<file path="config.mk">
export PLATFORM = sky130hd
export DESIGN_NAME = sync_fifo_pro
export DESIGN_NICKNAME = d
export VERILOG_FILES = /design/src/rtl/sync_fifo_pro.sv
export SDC_FILE = /design/constraint.sdc
export NUM_CORES = 1
export LEC_CHECK = 0
export BUFFER_PORTS_ARGS = -buffer_cell sky130_fd_sc_hd__buf_4
export CAP_MARGIN = 20
export CORE_UTILIZATION = 62
export DETAILED_ROUTE_END_ITERATION = 8
export HOLD_SLACK_MARGIN = 0.06
export MAX_ROUTING_LAYER = met4
export PLACE_DENSITY = 0.85
export SLEW_MARGIN = 20
export SYNTH_ARGS = -nofsm -noshare
export SYNTH_HDL_FRONTEND = slang
export SYNTH_SLANG_ARGS = --single-unit
</file>
<file path="constraint.sdc">
create_clock -name clk -period 5.3 [get_ports clk]
set_input_delay 0.265 -clock clk [delete_from_list [all_inputs] [get_ports clk]]
set_output_delay 0.265 -clock clk [all_outputs]
set_load 0.05 [all_outputs]
</file>
<file path="src/rtl/sync_fifo_pro.sv">
// Single-clock FIFO with occupancy count, almost-full/empty thresholds,
// overflow/underflow pulses and a selectable show-ahead or registered read port.
module sync_fifo_pro #(
  parameter int FIFO_WIDTH    = 16,
  parameter int FIFO_DEPTH    = 6,
  parameter int FIFO_ADDR_BIT = 3,
  parameter int AFULL_TH      = 5,
  parameter int AEMPTY_TH     = 1,
  parameter int OUT_REG       = 0
) (
  input  logic                    clk,
  input  logic                    rst,
  input  logic                    fifo_wr,
  input  logic                    fifo_rd,
  input  logic [FIFO_WIDTH-1:0]   fifo_din,
  output logic [FIFO_WIDTH-1:0]   fifo_do,
  output logic                    fifo_ful,
  output logic                    fifo_empty,
  output logic                    fifo_afull,
  output logic                    fifo_aempty,
  output logic [FIFO_ADDR_BIT:0]  fifo_cnt,
  output logic                    fifo_ovf,
  output logic                    fifo_udf
);

  localparam int CW = FIFO_ADDR_BIT + 1;
  localparam logic [FIFO_ADDR_BIT-1:0] PTR_LAST = FIFO_ADDR_BIT'(FIFO_DEPTH - 1);
  localparam logic [CW-1:0] CNT_FULL = CW'(FIFO_DEPTH);
  localparam logic [CW-1:0] CNT_AF   = CW'(AFULL_TH);
  localparam logic [CW-1:0] CNT_AE   = CW'(AEMPTY_TH);

  logic [FIFO_WIDTH-1:0]    mem [FIFO_DEPTH];
  logic [FIFO_ADDR_BIT-1:0] wr_ptr_q, wr_ptr_d;
  logic [FIFO_ADDR_BIT-1:0] rd_ptr_q, rd_ptr_d;
  logic [CW-1:0]            cnt_q, cnt_d;
  logic                     ovf_q, ovf_d;
  logic                     udf_q, udf_d;
  logic                     wr_acc, rd_acc;

  always_comb begin
    // NOTE: every variable gets a default first so no path can infer a latch.
    wr_acc   = fifo_wr & (~fifo_ful | fifo_rd);
    rd_acc   = fifo_rd & ~fifo_empty;
    wr_ptr_d = wr_ptr_q;
    rd_ptr_d = rd_ptr_q;
    cnt_d    = cnt_q;
    ovf_d    = fifo_wr & ~wr_acc;
    udf_d    = fifo_rd & ~rd_acc;
    // Pointers wrap explicitly so non-power-of-two depths work.
    if (wr_acc) wr_ptr_d = (wr_ptr_q == PTR_LAST) ? '0 : wr_ptr_q + 1'b1;
    if (rd_acc) rd_ptr_d = (rd_ptr_q == PTR_LAST) ? '0 : rd_ptr_q + 1'b1;
    if (wr_acc && !rd_acc)      cnt_d = cnt_q + 1'b1;
    else if (rd_acc && !wr_acc) cnt_d = cnt_q - 1'b1;
  end

  always_ff @(posedge clk) begin
    // NOTE: sequential state uses non-blocking assignments only.
    if (rst) begin
      wr_ptr_q <= '0;
      rd_ptr_q <= '0;
      cnt_q    <= '0;
      ovf_q    <= 1'b0;
      udf_q    <= 1'b0;
    end else begin
      wr_ptr_q <= wr_ptr_d;
      rd_ptr_q <= rd_ptr_d;
      cnt_q    <= cnt_d;
      ovf_q    <= ovf_d;
      udf_q    <= udf_d;
    end
  end

  // NOTE: storage is deliberately not reset; pointers and count make stale words unreachable.
  always_ff @(posedge clk) begin
    if (wr_acc && !rst) mem[wr_ptr_q] <= fifo_din;
  end

  if (OUT_REG != 0) begin : g_reg_out
    logic [FIFO_WIDTH-1:0] do_q;
    always_ff @(posedge clk) begin
      if (rst)         do_q <= '0;
      else if (rd_acc) do_q <= mem[rd_ptr_q];
    end
    assign fifo_do = do_q;
  end else begin : g_show_ahead
    assign fifo_do = mem[rd_ptr_q];
  end

  assign fifo_cnt    = cnt_q;
  assign fifo_ful    = (cnt_q == CNT_FULL);
  assign fifo_empty  = (cnt_q == '0);
  assign fifo_afull  = (cnt_q >= CNT_AF);
  assign fifo_aempty = (cnt_q <= CNT_AE);
  assign fifo_ovf    = ovf_q;
  assign fifo_udf    = udf_q;

endmodule

</file>
After elaboration in Yosys (flattened, before gate mapping)

Memory sizes are Yosys's and may differ from the RTL's. A register that Yosys moved wholly into a read port is not among the register bits.
Cells that the tools add are included.

Bits of input ports: 20
Bits in writable memories: 96
Memories kept: 1
Register bits: 12
Output and inout bits: 26

Memories:

| name | depth | width | read ports | clocked after Yosys merged registers in | write ports | RTL line | text |
|---|---|---|---|---|---|---|---|
| mem  | 6     | 16    | 1          | 1                                       | 1           | 32       | `logic [FIFO_WIDTH-1:0] mem [FIFO_DEPTH];` |

Add/sub/neg operators: 4
Magnitude comparators: 2
Eq/ne operators: 3
Multiplexer cells: 8
Reductions and logical operators: 8
Bitwise logic cells: 9

Operators by type and width:

| cell                                                 | count |
|---|---|
| 2-to-1 mux 3 bit                                     | 4 |
| 2-to-1 mux 4 bit                                     | 2 |
| adder 3 x 1 -> 3 bit (second input constant)         | 2 |
| equality test 3 bit (second input constant)          | 2 |
| adder 4 x 1 -> 4 bit (second input constant)         | 1 |
| bitwise AND 1 bit                                    | 4 |
| equality test 4 x 3 -> 1 bit (second input constant) | 1 |
| >= comparator 4 x 3 -> 1 bit (second input constant) | 1 |
| <= comparator 4 x 1 -> 1 bit (second input constant) | 1 |
| logical NOT 4 bit                                    | 1 |
| inverter 1 bit                                       | 4 |
| subtractor 4 x 1 -> 4 bit (second input constant)    | 1 |
| logical AND 1 bit                                    | 3 |
| logical NOT 1 bit                                    | 3 |
| 2-to-1 mux 1 bit                                     | 2 |
| nonzero test 2 bit                                   | 1 |
| bitwise OR 1 bit                                     | 1 |

Longest topological paths before layout

Depth in word-level cells: 8
Mapped depth: 9

Least setup slack after synthesis

No wires, ideal clock.

Path kind: reg-to-reg
Start point: register cnt_q[0], in the netlist fifo_cnt[0]
End point: memory mem[4][0], enable pin
Data arrival time: 3.172 ns
Slack: 1.691 ns
Cell stages (with the launch flop): 6
Path buffers: 0
Data required time: 4.864 ns
Setup time: 0.436 ns
Cells stage by stage: dfxtp_1 inv_1 ha_1 nand4bb_1 nand2_1 nor4b_1

Word-level cells in the longest chain between the ends: 7

Ends and longest elaborated chain:

| item                                   | RTL line | text |
|---|---|---|
| start, declared                        | 35       | `logic [CW-1:0] cnt_q, cnt_d;` |
| start signal, assigned                 | 67       | `cnt_q <= cnt_d;` |
| equality test 4 x 3 -> 1 bit           | 90       | `assign fifo_ful = (cnt_q == CNT_FULL);` |
| inverter 1 bit                         | 42       | `wr_acc = fifo_wr & (~fifo_ful \| fifo_rd);` |
| bitwise OR 1 bit                       | 42       |  |
| bitwise AND 1 bit                      | 42       |  |
| logical AND 1 bit                      | 75       | `if (wr_acc && !rst) mem[wr_ptr_q] <= fifo_din;` |
| 2-to-1 mux 1 bit                       | 75       |  |
| 2-to-1 mux 1 bit (not written as such) | 75       |  |
| end, declared                          | 32       |  |

Every way passes these cells.

Worst setup path after layout

Start point: register cnt_q[0], in the netlist fifo_cnt[0]
End point: memory mem[1][5], enable pin

The elaborated chain is that of the path after synthesis.

==> results by group <==
Floorplan
  – Die Span Y: about 86 um
  – Total die area: around 0.0073 mm2
  – IO Count: 46
  – Die Width: 85.53 um
  – # rows: 30
  – Initial Util: between 60% and 70%
  – Core footprint: between 0.006 and 0.007 mm2

Placed design
  – Final GP Congestion: roughly 0.8
  – Post-Place Cell Area: ~0.0048 mm2
  – IO Port Bufs: 45
  – DP HPWL: roughly 5000 um

Drt
  – Post-route ant nets: 0
  – WL/cell: between 15 and 20 um
  – Vias/cell: ~5.9
  – Via count: 2286
  – Drt first pass iters: 4
  – Final wirelength: 7615 um
  – DR iter-0 viols: about 170
  – DRC Markers: 0

Clock tree
  – Root buf cell: clkbuf_8
  – CTS Hold Buffers Added: 0
  – CTS tree: built
  – Post-CTS setup buffers: 0
  – H-tree levels: 3
  – Cts bufs inserted: 9
  – CTS resizes: 0
  – Maximum buffer depth of the clock tree: 2
  – Worst skew pair latency: 0.36 ns
  – Clock Sinks: between 100 and 150
  – Reg clk slew, reported paths: roughly 0.090 ns

Synth
  – Synth area leader: edfxtp_1
  – YS warnings: 0
  – Net Count, Synth: about 270
  – Synthesized area: around 0.0043 mm2
  – #FFs+latches synth: 111
  – Yosys cell types: 35
  – Post-synthesis sequential area ratio: about three quarters
  – EDFF count, synth: 96
  – Mapped Cells: 249
  – Ys async rst share: 0%
  – Mean Syn Cell Area: about 17 um2
  – Top cells by area, synth: edfxtp_1, mux4_2, dfxtp_1
  – Ys flop type: edfxtp_1
  – Post-synth top area share: around 67%

STA
  – Fin crit period: 2.572 ns
  – Final Cycle Share: 48.53%
  – Slew Limit Headroom: ~42%
  – Final hold slack: ~0.12 ns
  – Final Hold Vio Count: 0
  – Fmax: between 300 and 400 MHz
  – Final setup viols: 0
  – Setup TNS Final: 0 ns
  – Clock skew: between 0.01 and 0.015 ns
  – Slew @ Worst Pin: ~0.86 ns
  – RSZ-0062 raised after global routing: no
  – Slew Limit Fails: 0

Finish
  – Layout Nets: around 330
  – Filler cells: between 400 and 500
  – Share of layout cells above drive strength 1: between 30% and 40%
  – Post-route cell area: between 0.004 and 0.005 mm2
  – Layout area overhead: 15.16%
  – ANT cells: 0

Hold path
  – Worst hold path startpoint: fifo_din[4]
  – Hold Crit Class: in2reg

Worst setup path
  – Crit path from: fifo_cnt[0]
  – Crit path DAT: between 2 and 3 ns
  – Endpoint class of the critical path: flip-flop
  – Worst R2R Start: fifo_cnt[0]
  – CP required: around 5.4 ns
  – CP Max Fanout: 10
  – Startpoint types: flip-flop
  – Critical path class: reg2reg

Job
  – Max cap viols: 0

Global routing
  – Vias in the first global route: approximately 2300
  – Initial antenna violation count: 0
  – First-pass GRT wire length: about 12000 um
  – Total Routing Usage GR: between 20% and 30%
  – Grt ovf: 0
  – Largest net degree at the start of global routing: 33

Run status
  – Status: complete, no violations

Power
  – Pwr dens: approximately 460 mW/mm2
  – Pleak: ~1.7 nW
  – Maximum VDD drop: slightly below 0.4 mV
-- cells by family after synthesis --
logic type      Yosys count  share of synthesized area (%)
flops                   111                          73.59
compound gates           31                          3.703
buf+inv                  15                          1.620
mux                      36                          12.99
fa+ha+maj                 5                          1.446
simple gates             49                          6.249
xor+xnor                  2                         0.4050
-- worst paths after layout --
kind	end	slack, ns	cells after the start
min reg2reg	flip-flop	0.50	2
max reg2reg	mem[1][5]	2.73	6
min	mem[4][4]	0.12	1
max	mem[1][5]	2.73	6
-- routing by layer --
metal / track usage, % / part of all wire (%) / vias up
met3: 3.080 / 5.7 / 10
li1: - / - / 1068
met4: 10.00 / 1.9 / 0
met1: 29.03 / 41 / 1145
met2: 38.69 / 52 / 63
met5: - / 0 / -
-- state kept, by name, summed over array words and instances, names as in the netlist, named ones only --
register and cells:
wr_ptr_q 3, fifo_ovf 1, mem 96, rd_ptr_q 3, fifo_udf 1, fifo_cnt 4
-- synth_stat cells, types with 2 or more instances --
cell	count
clkbuf_1	5
edfxtp_1	96
nor4b_1	2
nor2_1	19
inv_1	4
or4_1	3
o21ai_0	6
nand2_1	4
mux2i_1	19
a21oi_1	23
dfxtp_1	15
nor3_1	3
buf_2	2
ha_1	5
nand2b_1	3
nor4_1	2
buf_4	3
mux4_2	16
or3_1	3
-- where the power goes --
| group | internal (mW) | switching [mW] | total (mW) |
|---|---|---|---|
| Clock | 0.214 | 0.260 | 0.474 |
| Sequential | 0.992 | 0.0984 | 1.09 |
| Combinational | 0.286 | 0.452 | 0.737 |
| Total | 1.49 | 0.810 | 2.30 |
-- placed cells by master, fill, tap and decap left out, types with 4 or more instances in the layout --
cell type / count
o21ai_0: 6
edfxtp_1: 96
dfxtp_1: 13
mux2i_1: 19
inv_1: 4
clkbuf_8: 9
nor2_1: 19
mux4_2: 16
ha_1: 5
a21oi_1: 23
buf_4: 51
nand2_1: 4
-- critical path, stage by stage (launching register included) --
cell	delay [ns]
dfxtp_1	0.46
inv_1	0.10
ha_1	0.23
nand4bb_1	0.13
nand2_1	0.26
nor4_2	0.77
buf_4	0.33
-- final cells by class --
type / instances / area (um2) / area share [%]
sequential: 111 / 3188 / 64.00
multi-input combinational: 123 / 1107 / 22.23
timing repair buffer: 51 / 382.9 / 7.687
clock buffer: 9 / 123.9 / 2.487
tap: 80 / 100.1 / 2.010
clock inverter: 6 / 60.06 / 1.206
inverter: 5 / 18.77 / 0.3768
-- stage by stage --
| stage | utilization (%) | setup slack (ns) | instances | power [mW] |
|---|---|---|---|---|
| floorplan | - | 1.691 | 249 | 1.648 |
| global placement | 70.94 | 2.862 | 370 | 1.831 |
| detailed placement | 70.94 | 2.725 | 370 | 1.849 |
| CTS | 73.67 | 2.478 | 385 | 2.317 |
| global route | 73.72 | 2.504 | 385 | 2.394 |
| finish | 73.72 | 2.728 | 385 | 2.302 |
No activity file was read; power rests on OpenSTA's default activity.
